==> src/rtl/syn_fifo_if.sv <==
// Handshake bundle for syn_fifo.
// The master side (producer/consumer) drives the write and read requests.
// The slave side (the FIFO) returns read data and the full/empty status.
interface syn_fifo_if #(
  parameter int DATA_WIDTH = 8
);

  logic                  wr_en;
  logic [DATA_WIDTH-1:0] wr_data;
  logic                  rd_en;
  logic [DATA_WIDTH-1:0] rd_data;
  logic                  fifo_full;
  logic                  fifo_empty;

  modport master (
    output wr_en,
    output wr_data,
    output rd_en,
    input  rd_data,
    input  fifo_full,
    input  fifo_empty
  );

  modport slave (
    input  wr_en,
    input  wr_data,
    input  rd_en,
    output rd_data,
    output fifo_full,
    output fifo_empty
  );

endinterface

==> src/rtl/syn_fifo.sv <==
// Synchronous single-clock FIFO with a registered read port.
// Storage is a DEPTH x DATA_WIDTH register array addressed by pointers that
// carry one extra wrap bit, so full and empty can be told apart.
// DEPTH must be a power of two and at least 2.
// Optional macro SYN_FIFO_STATUS_EN adds fifo_count, overflow and underflow.
module syn_fifo #(
  parameter int DATA_WIDTH = 8,
  parameter int DEPTH      = 8,
  localparam int ADDR_W    = $clog2(DEPTH)
) (
  input  logic              clk,
  input  logic              rstn,
  syn_fifo_if.slave         bus
`ifdef SYN_FIFO_STATUS_EN
  ,
  output logic [ADDR_W:0]   fifo_count,
  output logic              overflow,
  output logic              underflow
`endif
);

  logic [DATA_WIDTH-1:0] r_mem [DEPTH];
  logic [ADDR_W:0]       r_wptr;
  logic [ADDR_W:0]       r_rptr;
  logic [DATA_WIDTH-1:0] r_rd_data;

  logic                  w_full;
  logic                  w_empty;
  logic                  w_wr_accept;
  logic                  w_rd_accept;

  // Flags come straight from the pointers so they track each edge's update
  assign w_empty     = (r_wptr == r_rptr);
  assign w_full      = (r_wptr[ADDR_W-1:0] == r_rptr[ADDR_W-1:0]) &&
                       (r_wptr[ADDR_W] != r_rptr[ADDR_W]);
  assign w_wr_accept = bus.wr_en && !w_full;
  assign w_rd_accept = bus.rd_en && !w_empty;

  assign bus.fifo_full  = w_full;
  assign bus.fifo_empty = w_empty;
  assign bus.rd_data    = r_rd_data;

  // Storage array; deliberately has no reset, only accepted writes land here
  always_ff @(posedge clk) begin
    if (rstn && w_wr_accept) begin
      r_mem[r_wptr[ADDR_W-1:0]] <= bus.wr_data;
    end
  end

  // Pointer and read-data registers; reset empties the FIFO and clears rd_data
  always_ff @(posedge clk) begin
    if (!rstn) begin
      r_wptr    <= '0;
      r_rptr    <= '0;
      r_rd_data <= '0;
    end else begin
      if (w_wr_accept) begin
        r_wptr <= r_wptr + 1'b1;
      end
      if (w_rd_accept) begin
        r_rd_data <= r_mem[r_rptr[ADDR_W-1:0]];
        r_rptr    <= r_rptr + 1'b1;
      end
    end
  end

`ifdef SYN_FIFO_STATUS_EN
  logic r_overflow;
  logic r_underflow;

  assign fifo_count = r_wptr - r_rptr;
  assign overflow   = r_overflow;
  assign underflow  = r_underflow;

  // One-cycle error pulses for a write into a full or a read from an empty FIFO
  always_ff @(posedge clk) begin
    if (!rstn) begin
      r_overflow  <= 1'b0;
      r_underflow <= 1'b0;
    end else begin
      r_overflow  <= bus.wr_en && w_full;
      r_underflow <= bus.rd_en && w_empty;
    end
  end
`endif

endmodule

==> src/flat_wrapper.sv <==
// flat-port wrapper written by rule: the top's interface ports become plain ports
module syn_fifo_flat 
#(
  parameter int DATA_WIDTH = 8,
  parameter int DEPTH      = 8,
  localparam int ADDR_W    = $clog2(DEPTH)
)
  (clk, rstn, bus_wr_en, bus_wr_data, bus_rd_en, bus_rd_data, bus_fifo_full, bus_fifo_empty);
  syn_fifo_if #(.DATA_WIDTH(DATA_WIDTH)) bus_i ();
  input  logic clk;
  input  logic rstn;
  input wire logic [$bits(bus_i.wr_en)-1:0] bus_wr_en;
  input wire logic [$bits(bus_i.wr_data)-1:0] bus_wr_data;
  input wire logic [$bits(bus_i.rd_en)-1:0] bus_rd_en;
  output wire logic [$bits(bus_i.rd_data)-1:0] bus_rd_data;
  output wire logic [$bits(bus_i.fifo_full)-1:0] bus_fifo_full;
  output wire logic [$bits(bus_i.fifo_empty)-1:0] bus_fifo_empty;
  assign bus_i.wr_en = bus_wr_en;
  assign bus_i.wr_data = bus_wr_data;
  assign bus_i.rd_en = bus_rd_en;
  assign bus_rd_data = bus_i.rd_data;
  assign bus_fifo_full = bus_i.fifo_full;
  assign bus_fifo_empty = bus_i.fifo_empty;
  syn_fifo #(.DATA_WIDTH(DATA_WIDTH), .DEPTH(DEPTH)) u_core (.clk(clk), .rstn(rstn), .bus(bus_i));
endmodule
==> config.mk <==
export PLATFORM = sky130hd
export DESIGN_NAME = syn_fifo_flat
export DESIGN_NICKNAME = d
export VERILOG_FILES = /design/src/rtl/syn_fifo_if.sv /design/src/rtl/syn_fifo.sv /design/src/flat_wrapper.sv
export SDC_FILE = /design/constraint.sdc
export NUM_CORES = 1
export LEC_CHECK = 0
export CELL_PAD_IN_SITES_DETAIL_PLACEMENT = 1
export CELL_PAD_IN_SITES_GLOBAL_PLACEMENT = 2
export CORE_MARGIN = 2
export CORE_UTILIZATION = 45
export DETAILED_ROUTE_END_ITERATION = 10
export PLACE_DENSITY_LB_ADDON = 0.1
export SLEW_MARGIN = 20
export SYNTH_ARGS = -nofsm -noshare
export SYNTH_HDL_FRONTEND = slang
export SYNTH_SLANG_ARGS = --single-unit
==> constraint.sdc <==
create_clock -name clk -period 5.85 [get_ports clk]
set_clock_uncertainty 0.15 [all_clocks]
set_input_delay 0.8775 -clock clk [delete_from_list [all_inputs] [get_ports clk]]
set_output_delay 0.8775 -clock clk [all_outputs]
set_load 0.02 [all_outputs]
# Word level (Yosys, flattened, before mapping)

Memories as Yosys holds them, arrays and structs flattened. A register that Yosys moved wholly into a read port is not among the register bits.
Cells that the tools add are included.

Bits in registers: 8
Memories: 1
Bits in writable memories: 64
Logic and storage cells: 17

Muxes and demuxes: 2
Reductions and logical operators: 7
Add/sub/neg operators: 2
Equal/unequal tests: 3

Memories:

| name         | words | bits a word | read ports | clocked after memory_dff | write ports | RTL line       | RTL |
|---|---|---|---|---|---|---|---|
| u_core.r_mem | 8     | 8           | 1          | 1                        | 1           | syn_fifo.sv:22 | `logic [DATA_WIDTH-1:0] r_mem [DEPTH];` |

Operators with widths:

| kind                                                          | count |
|---|---|
| 4-bit by 1-bit adder with 4-bit output, second input constant | 2 |
| 4-bit == test                                                 | 1 |
| 1-bit logical AND                                             | 4 |
| 3-bit == test                                                 | 1 |
| 1-bit zero test                                               | 3 |
| 1-bit two-way mux                                             | 2 |
| 1-bit inequality test                                         | 1 |

# Depth between registers and ports, before layout

Depth in word-level cells: 7
Mapped depth: 6

# Least setup slack after synthesis

Ideal clock, no wire load.

Path kind: in2reg
Start point: in rstn
End point: mem u_core.r_mem[3][0], enable pin
Stages on the path: 3
Setup slack: 3.062 ns
Arrival: 2.240 ns
Buffers on the path: 1
Path through: clkbuf_1 -> nand2_1 -> nor4b_1

Word-level cells in the longest chain between the ends: 3

Ends and longest elaborated chain:

| element                                 | RTL line           | RTL |
|---|---|---|
| start: declaration                      | flat_wrapper.sv:11 | `input logic rstn;` |
| 1-bit logical AND                       | syn_fifo.sv:45     | `if (rstn && w_wr_accept) begin` |
| 1-bit two-way mux                       | syn_fifo.sv:45     |  |
| 1-bit two-way mux (not written as such) | syn_fifo.sv:46     | `r_mem[r_wptr[ADDR_W-1:0]] <= bus.wr_data;` |
| end: declaration                        | syn_fifo.sv:22     |  |

No other way between the ends.

# Final worst setup path

Start point: reg u_core.r_rptr[2]
End point: out bus_fifo_empty

Word-level cells in the longest chain between the ends: 1

Ends and longest elaborated chain:

| element                  | RTL line           | RTL |
|---|---|---|
| start: declaration       | syn_fifo.sv:24     | `logic [ADDR_W:0] r_rptr;` |
| start signal: assignment | syn_fifo.sv:62     | `r_rptr <= r_rptr + 1'b1;` |
| 4-bit == test            | syn_fifo.sv:33     | `assign w_empty = (r_wptr == r_rptr);` |
| end: declaration         | flat_wrapper.sv:17 | `output wire logic [$bits(bus_i.fifo_empty)-1:0] bus_fifo_empty;` |

No other way between the ends.

==> results.json <==
{
  "io_pins": 22,
  "dieArea_um2": 7820,
  "slew-limit-headroom": 0.318,
  "synth-compound-area-share": 0.0495,
  "cpPeakStageDelay_ns": 1.00,
  "cts.sinks": 80,
  "clock_latency_ns": 0.36,
  "clk_pin_slew_ns": 0.09,
  "cts_setup_buffers": 0,
  "worst-path-stages": 4,
  "ys_warn_count": 0,
  "core-area_um2": 6830,
  "critical_path_buf_inv_count": 1,
  "grt-ovfl-total": 0,
  "synth_area_per_cell_um2": 17.5,
  "final_cell_mix": "edfxtp_1 (64), clkdlybuf4s50_1 (21), mux4_2 (16), dfxtp_1 (16), o21ai_0 (11)",
  "ctsHoldBuffers": 0,
  "firstDrtPassIters": 4,
  "synthCells": 183,
  "synthArstFlopShare": 0,
  "hold_viol": 0,
  "clockRootBuffer": "clkbuf_8",
  "synth_edf_count": 64,
  "area_growth_syn_to_layout_pct": 17.4,
  "r2r_cells": 4,
  "drv_slew": 0,
  "power_density_nw_per_um2": 350,
  "synthSimpleGateAreaFrac": 0.0519,
  "die_w_um": 88.4,
  "pre_cts_slack_ns": 2.10,
  "vdd_drop_max_mv": 0.273,
  "gp_congestion": 0.727,
  "drive_gt1_frac": 0.204,
  "cp_max_fo": 20,
  "final_antenna_net_count": 0,
  "synth_flop_cell": "edfxtp_1",
  "setup_viol": 0,
  "cts_tree": "done",
  "drt_iter0_drc": 139,
  "grt_pass1_wl_mm": 10.8,
  "synth_cell_type_count": 32,
  "dp_hpwl_mm": 4.02,
  "drc": 0,
  "worstHoldPathType": "flop to flop",
  "end_kind": "primary output",
  "crit_path_top_delay_cell": "dfxtp_1",
  "grt_use_total": 0.196,
  "max_cap_violations": 0,
  "fin_crit_ns": 3.84,
  "die_y_um": 88.4,
  "path_delay_family": "flip-flops",
  "grt_pass1_vias": 1901,
  "finalSetupTns_ns": 0,
  "synth-seq-cells": 80,
  "drt-vias-per-instance": 5.53,
  "synthMuxAreaShare": 0.144,
  "fmax_mhz": 260,
  "hold_depth": 2,
  "setup_ws_ns": 2.01,
  "critPathArrivalTime_ns": 2.82,
  "synthXorXnorAreaFrac": 0.0234,
  "synth_top_family_by_area": "multiplexers",
  "critPathLaunchType": "flop",
  "status": "completed",
  "diodes": 0,
  "period_share": 0.657,
  "antenna_found_initial": 0,
  "worstPathRequired_ns": 4.82,
  "register_area_um2": 2240,
  "syn_nets": 197,
  "final_nets": 220,
  "clk_path_buf_depth": 2,
  "worst_pin_slew_ns": 1.02,
  "path_cells": "xor2_2, or2_2, nor3_1, clkdlybuf4s50_1",
  "synth_top_area_share": 0.599,
  "cts_htree_levels": 3,
  "cts-buffers-inserted": 9,
  "cts_resized": 0,
  "fill_cells": 628,
  "yosysSeqAreaShare": 0.699,
  "netlist_top_cells_area": "edfxtp_1 (60%), mux4_2 (11%), dfxtp_1 (10%)",
  "syn_area_um2": 3210,
  "synthAdderAreaFrac": 0.00780,
  "grt_max_degree": 23,
  "num_vias": 1697,
  "wl_mm": 6.65,
  "synth_top_area_cell": "edfxtp_1",
  "wl_per_cell_um": 21.7,
  "p_leak_nw": 1.20,
  "final_common_cell": "edfxtp_1",
  "rows": 30,
  "io_buffer_count": 21,
  "multi_input_comb_area_um2": 916,
  "initial_utilization": 0.470,
  "path_class": "flop to primary output",
  "rsz0062_at_grt": "no"
}
[report_power, final]
group	leakage, nW	internal (mW)	total [mW]	switching (mW)
clock	0.122	0.289	0.507	0.218
combinational	0.365	0.0720	0.152	0.0800
sequential	0.709	0.634	0.659	0.0249
total	1.20	0.995	1.32	0.323
[synthesized netlist by cell type, types with 3 or more instances]
library cell / number
a21oi_1: 8
nand3_1: 4
nor2_1: 4
nand2b_1: 3
o21ai_0: 11
mux2i_1: 10
dfxtp_1: 16
nand2_1: 7
buf_4: 3
xor2_2: 3
mux4_2: 16
edfxtp_1: 64
buf_2: 4
[flip-flops by register name, indices dropped and copies added (netlist names)]
| register | count |
|---|---|
| u_core.bus.rd_data | 8 |
| u_core.r_mem | 64 |
| u_core.r_rptr | 4 |
| u_core.r_wptr | 4 |
[metal layers]
metal | track usage | share of wire | vias to the layer above
met5 | 0 | 0 | -
met4 | 0.0620 | 0.015 | 0
met3 | 0.0597 | 0.031 | 8
met2 | 0.303 | 0.49 | 34
met1 | 0.271 | 0.47 | 889
li1 | - | - | 766
[final timing paths]
kind,start,slack (ns),end
max,u_core.r_rptr[2],2.01,bus_fifo_empty
min,u_core.r_rptr[3],0.40,u_core.r_rptr[3]
max reg2reg,u_core.r_rptr[2],2.63,u_core.r_mem[5][6]
min reg2reg,u_core.r_rptr[3],0.40,u_core.r_rptr[3]
[logic make-up after synthesis]
group,count (synthesis)
flip-flops,80
buffers and inverters,13
AO/OA/AOI/OAI,25
multiplexers,26
AND/OR/NAND/NOR,31
adder cells (fa/ha/maj),2
XOR/XNOR,6
[area by class of cell]
| cell class | instances | area share |
|---|---|---|
| clock buffers | 9 | 0.0329 |
| inverters | 1 | 0.000997 |
| multi-input cells | 90 | 0.243 |
| flip-flops and latches | 80 | 0.596 |
| clock inverters | 7 | 0.0336 |
| repair buffers | 24 | 0.0618 |
| well taps | 96 | 0.0319 |
[tightest hold or removal path, delay by kind of cell, from the launching register on]
kind,cells,cell delay (ns)
DFF,1,0.36
and+or+nand+nor,1,0.07
muxes,1,0.07
[through the flow]
| stage | std cells | util | instance area (µm²) | power, mW | hold WS (ns) |
|---|---|---|---|---|---|
| finish | 307 | 0.551 | 3760 | 1.32 | 0.397 |
| global route | 307 | 0.551 | 3760 | 1.37 | 0.428 |
| CTS | 307 | 0.549 | 3750 | 1.33 | 0.395 |
| detailed placement | 291 | 0.512 | 3500 | 0.823 | 0.386 |
| global placement | 291 | 0.512 | 3500 | 0.817 | 0.347 |
| floorplan | 183 | - | 3210 | 0.761 | 0.332 |
(Power assumes the default switching activity.)
